`config.mk`:
```
export PLATFORM = sky130hd
export DESIGN_NAME = lemming_arena
export DESIGN_NICKNAME = d
export VERILOG_FILES = /design/src/rtl/lemming_arena.sv
export SDC_FILE = /design/constraint.sdc
export NUM_CORES = 1
export LEC_CHECK = 0
export BUFFER_PORTS_ARGS = -buffer_cell sky130_fd_sc_hd__buf_2
export CAP_MARGIN = 40
export CORE_AREA = 2 2 39 41
export CTS_CLUSTER_DIAMETER = 30
export DETAILED_ROUTE_END_ITERATION = 7
export DIE_AREA = 0 0 41 43
export PLACE_DENSITY_LB_ADDON = 0.15
export REMOVE_ABC_BUFFERS = 1
export SKIP_LAST_GASP = 1
export SLEW_MARGIN = 10
export SYNTH_ARGS = -nofsm -noshare
export SYNTH_HDL_FRONTEND = slang
export SYNTH_SLANG_ARGS = --single-unit
```
`constraint.sdc`:
```
create_clock -name clk -period 2 [get_ports clk]
set_input_delay 0.3 -clock clk [delete_from_list [all_inputs] [get_ports clk]]
set_output_delay 0.3 -clock clk [all_outputs]
set_load 0.005 [all_outputs]
```
`src/rtl/lemming_arena.sv`:
```
// rtl/lemming_arena.sv - lemming walker arena: step prescaler, bounded position, wall bumps
// Optional bump_count output is enabled by defining LEMMING_ARENA_BUMP_COUNT_EN.
module lemming_arena #(
   parameter int CELLS     = 16,
   parameter int POS_W     = 4,
   parameter int STEP_DIV  = 4,
   parameter int START_POS = 8
) (
   input  logic             clk,
   input  logic             areset,
   input  logic             enable,
   input  logic             walk_left,
   input  logic             walk_right,
   output logic             bump_left,
   output logic             bump_right,
   output logic [POS_W-1:0] position,
`ifdef LEMMING_ARENA_BUMP_COUNT_EN
   output logic [7:0]       bump_count,
`endif
   output logic             dir_err
);

   localparam int PRE_W = (STEP_DIV > 2) ? $clog2(STEP_DIV) : 1;
   localparam logic [PRE_W-1:0] PRE_LAST  = PRE_W'(STEP_DIV - 1);
   localparam logic [POS_W-1:0] POS_LAST  = POS_W'(CELLS - 1);
   localparam logic [POS_W-1:0] POS_START = POS_W'(START_POS);

   logic [PRE_W-1:0] prescaler;
   logic             tick;
   logic             go_left;
   logic             go_right;
   logic             hit_left;
   logic             hit_right;

   // Movement is only ever evaluated on the tick cycle; a wall hit turns the step into a bump.
   always_comb begin
      tick      = enable && (prescaler == PRE_LAST);
      go_left   = tick && walk_left && !walk_right;
      go_right  = tick && walk_right && !walk_left;
      hit_left  = go_left && (position == '0);
      hit_right = go_right && (position == POS_LAST);
   end

   always_ff @(posedge clk) begin
      if (areset) begin
         prescaler  <= '0;
         position   <= POS_START;
         bump_left  <= 1'b0;
         bump_right <= 1'b0;
         dir_err    <= 1'b0;
      end else begin
         if (enable) begin
            prescaler <= tick ? '0 : prescaler + 1'b1;
         end
         if (go_left && !hit_left) begin
            position <= position - 1'b1;
         end else if (go_right && !hit_right) begin
            position <= position + 1'b1;
         end
         bump_left  <= hit_left;
         bump_right <= hit_right;
         if (tick && (walk_left == walk_right)) begin
            dir_err <= 1'b1;
         end
      end
   end

`ifdef LEMMING_ARENA_BUMP_COUNT_EN
   always_ff @(posedge clk) begin
      if (areset) begin
         bump_count <= '0;
      end else if ((hit_left || hit_right) && (bump_count != 8'hFF)) begin
         bump_count <= bump_count + 8'd1;
      end
   end
`endif

endmodule

```
; After elaboration in Yosys (flattened, before gate mapping)
; Index checks and enable logic that the tools add are counted.
[word_totals]
output_inout_bits = 7
elab_cells = 30
inputBits = 5
regBits = 9
[op_classes]
reduce_logical = 16
n_addsub = 3
muxes = 3
n_eq_ne = 3
[ops]
columns = cell, n
row1 = 1-bit logical AND, 10
row2 = 4-bit 2-to-1 mux, 2
row3 = 4-bit by 1-bit adder with 4-bit output (second input constant), 1
row4 = 4-bit equality test (second input constant), 1
row5 = 1-bit zero test, 4
row6 = 4-bit zero test, 1
row7 = 4-bit by 1-bit subtractor with 4-bit output (second input constant), 1
row8 = 2-bit by 1-bit adder with 2-bit output (second input constant), 1
row9 = 2-bit equality test (second input constant), 1
row10 = 2-bit 2-to-1 mux, 1
row11 = 2-bit nonzero test, 1
row12 = 1-bit equality test, 1

; Logic depth before layout (Yosys ltp)
[depth]
word_depth = 9
depth_mapped = 10
depth_no_buf = 9

; Worst setup path after synthesis
; Ideal clock, no wire load.
[synth_path]
path_kind = reg-to-reg
from = register position[0]
to = register position[3]
path_slack_ns = -0.187
required_time_ns = 1.928
period_less_slack_ns = 2.187
stages_incl_launch_ff = 9
arrival_ns = 2.115
n_path_buf = 0
setup_ns = 0.072
path_cell_list = dfxtp_1 -> or4_4 -> nand3_1 -> inv_1 -> ha_1 -> a21o_2 -> a21oi_1 -> mux2i_1 -> mux2i_1
[synth_between]
elab_chain_cells = 5
elab_cells_between_ends = 13
classes_between = add/sub: 2 / eq/ne: 1 / mux: 2 / reduce/logical: 8
[synth_rtl]
columns = element, line_no
row1 = from (decl), 16  ; output logic [POS_W-1:0] position,
row2 = from (signal assigned), 56  ; position <= position - 1'b1;
row3 = from (signal assigned), 58  ; position <= position + 1'b1;
row4 = "parallel branches: the longest is 5 deep, another holds 4-bit by 1-bit adder with 4-bit output", -
; Parallel ways; which one is timed is not known. The select of a mux whose other input is x is not followed.
; A chain may end at the register's enable or synchronous reset.

; Worst setup path after layout
; Ends and elaborated chain as after synthesis.

==> metrics.md <==
| Metric | Value |
|---|---|
| Status | finished, final reports clean |
| Avg Vias per Cell | about 5 |
| Slew HR | 0.8454 |
| Worst path depth | 8 |
| Slowest-stage cell, CP | or4_4 |
| Post-Route Skew | 0.0009995 ns |
| Power Density | between 500 and 600 nW/um^2 |
| IO Port Bufs | 11 |
| Pre-CTS WS | -0.1520 ns |
| Gate Count Post-Synth | between 50 and 60 |
| Leakage | 0.3231 nW |
| Synth Cell Area | 491.7 sq um |
| CTS Buf Count | 3 |
| Critical Path RT | 2.20 ns |
| Setup ws final | 0.01218 ns |
| Row cnt | 14 |
| Startpoint Class | flop |
| CTS clock-pin slew for the worst setup and hold paths | about 0.06 ns |
| Clk buf depth | 2 |
| Max VDD drop | approximately 0.46 mV |
| Crit path DAT | about 2.2 ns |
| Cells on Worst Hold Path | 3 |
| HPWL after detailed placement | 806.6 microns |
| Root buf cell | clkbuf_4 |
| Initial DRC Count | 3 |
| Drt drc | 0 |
| Starting Density | 0.3553 |
| Antenna cell count | 0 |
| # fillers | 150 |
| Die area | 1763 sq um |
| Io pins | 12 |
| First-pass GRT wire length | around 1800 microns |
| Crit path top cell by count | mux2i_1 |
| Max-slew violations | 0 |
| Slew of the pin with the lowest slew margin | 0.2299 ns |
| Detailed Route WL | roughly 1100 microns |
| Hold crit path type | in -> reg |
| FF+latch count, synth | 9 |
| Fin. Hold Viols | 0 |
| Synth unique cells | 25 |
| Kind of end point of the critical path | flop |
| Critical path class | reg -> reg |
| RD Place Congestion | about 0.78 |
| Max Freq | 503.1 MHz |
| Max-cap violations | 0 |
| CP Cell Sequence | or4_4 > nand3_4 > inv_2 > ha_4 > a21o_2 > a21oi_2 > mux2i_1 > mux2i_1 |
| Final Cycle Share | 0.9939 |
| Total core area | between 1000 and 1500 sq um |
| Share of post-route cells with drive strength above 1 | 0.4557 |
| Slowest stage delay, CP | 0.56 ns |
| # H-tree levels | 1 |
| Largest net degree at the start of global routing | 11 |
| Initial antenna violation count | 0 |
| All-layer global routing usage | 0.1566 |
| Synth-to-layout area growth | 46.82% |
| Final non-filler cell total | 95 |
| Placed cells | 90 |
| Vias in the first global route | ~450 |
| Sinks on Clock Net | 9 |
| RSZ-0062 raised after global routing | true |
| Bufs and invs on worst path | 1 |
| Crit path max fanout | 2 |
| Drt pass-1 iters | 4 |
| Setup-failing EPs final | 0 |
| Syn Area/Cell | roughly 9.1 sq um |
| DR vias | 472 |
| Post-layout nets | 89 |
| GR Overflow Total | 0 |
| Die height | 43 microns |
| Final antenna-violating net count | 0 |
| Crit path time final | roughly 2 ns |
| R2R depth | 8 |
| Overall die width | 41 microns |
| CTS tree | built |
| Worst-Skew Late Latency | 0.27 ns |
| Largest delay contributor family on the critical path | simple AND/OR/NAND/NOR gates |
| YS warnings | 0 |
| Sequential fraction of the synthesis area | 0.3664 |
| Routed wire length per instance | 11.52 microns |
## state kept, by name (all words and copies together) (netlist names)
name / cells
bump_right: 1
bump_left: 1
position: 4
dir_err: 1
prescaler: 2
## tightest hold or removal path, stage by stage
cell and delay [ns]:
buf_2 0.11, nand2b_1 0.08, nor4_1 0.05
## report_power, final
| part | leakage (nW) | total (mW) | switching (mW) | internal (mW) |
|---|---|---|---|---|
| combinational | 0.235 | 0.0397 | 0.0204 | 0.0192 |
| clock | 0.0150 | 0.148 | 0.0705 | 0.0773 |
| sequential | 0.0735 | 0.186 | 0.00215 | 0.183 |
## path summary, 6_finish.rpt
kind,to,startpoint,slack [ns]
setup / recovery,position[3]$_SDFFE_PP1P_,position[0]$_SDFFE_PP0P_,0.01
hold / removal,bump_left$_SDFF_PP0_,walk_left,0.32
setup reg to reg,position[3]$_SDFFE_PP1P_,position[0]$_SDFFE_PP0P_,0.01
hold reg to reg,dir_err$_SDFFE_PP0P_,dir_err$_SDFFE_PP0P_,0.47
## repair_timing
action                                  4_1_cts  5_1_grt
endpoints found under the setup margin        2        2
setup buffers                                 0        1
pin swaps                                     4        2
hold buffers                                  0        0
resized for setup                             7        1
## placed cells by master (no fill, tap or decap), types with 2 or more instances in the layout
cell and count:
nor2b_1 2, nand3_1 3, inv_1 2, mux2i_1 4, buf_2 11, buf_4 12, nor2_1 5, clkbuf_4 3
ha_4 2, a21oi_1 3, o21ai_0 2, nand2b_1 2, dfxtp_1 8, nor4_1 2
## logic make-up after synthesis
family | after synthesis | share of synthesized area
buffers and inverters | 5 | 0.04580
AO/OA/AOI/OAI | 11 | 0.1425
AND/OR/NAND/NOR | 20 | 0.2290
adder cells (fa/ha/maj) | 4 | 0.1171
flip-flops | 9 | 0.3664
XOR/XNOR | 1 | 0.01781
multiplexers | 4 | 0.08143
## through the flow
| stage | hold WS [ns] | power [mW] | TNS (ns) | cell area, sq um | utilization |
|---|---|---|---|---|---|
| floorplan | 0.3691 | 0.2099 | -0.1867 | 480.5 | - |
| global placement | 0.4544 | 0.2271 | -0.1763 | 638.1 | 0.4611 |
| detailed placement | 0.4630 | 0.2279 | -0.2001 | 638.1 | 0.4611 |
| CTS | 0.3190 | 0.3773 | -0.001507 | 706.9 | 0.5109 |
| global route | 0.3391 | 0.3926 | -0.08580 | 721.9 | 0.5217 |
| finish | 0.3174 | 0.3731 | 0 | 721.9 | 0.5217 |
## layout make-up
class | instances | area [sq um] | area share
sequential | 9 | 181.4 | 0.2513
tap | 16 | 20.02 | 0.02773
clock buffer | 4 | 26.28 | 0.03640
multi-input combinational | 40 | 337.8 | 0.4679
timing repair buffer | 23 | 145.1 | 0.2010
inverter | 3 | 11.26 | 0.01560
## Yosys cell counts
master,count,share of area
inv_1,3,0.023
nand4_1,1,0.013
xnor2_1,1,0.018
nand3_1,4,0.041
ha_1,3,0.076
a21oi_1,4,0.041
and2b_2,1,0.018
a22oi_1,1,0.015
or4_4,1,0.023
a22o_1,1,0.018
nor2_1,5,0.038
nand2_1,1,0.0076
fa_1,1,0.041
nor2b_1,2,0.025
nor4_1,2,0.025
mux2i_1,4,0.081
a21o_2,1,0.018
and2_1,1,0.013
o21ai_0,2,0.020
nand2b_1,2,0.025
dfxtp_1,9,0.37
a31oi_1,1,0.013
clkbuf_1,1,0.0076
a311oi_1,1,0.018
buf_4,1,0.015
## per-layer routing
metal,up-vias,part of all wire,GRT usage
met2,9,0.49,0.2438
met3,2,0.029,0.03141
li1,242,-,-
met5,-,0,0
met1,219,0.46,0.1934
met4,0,0.021,0.08000
(Power assumes the default switching activity.)
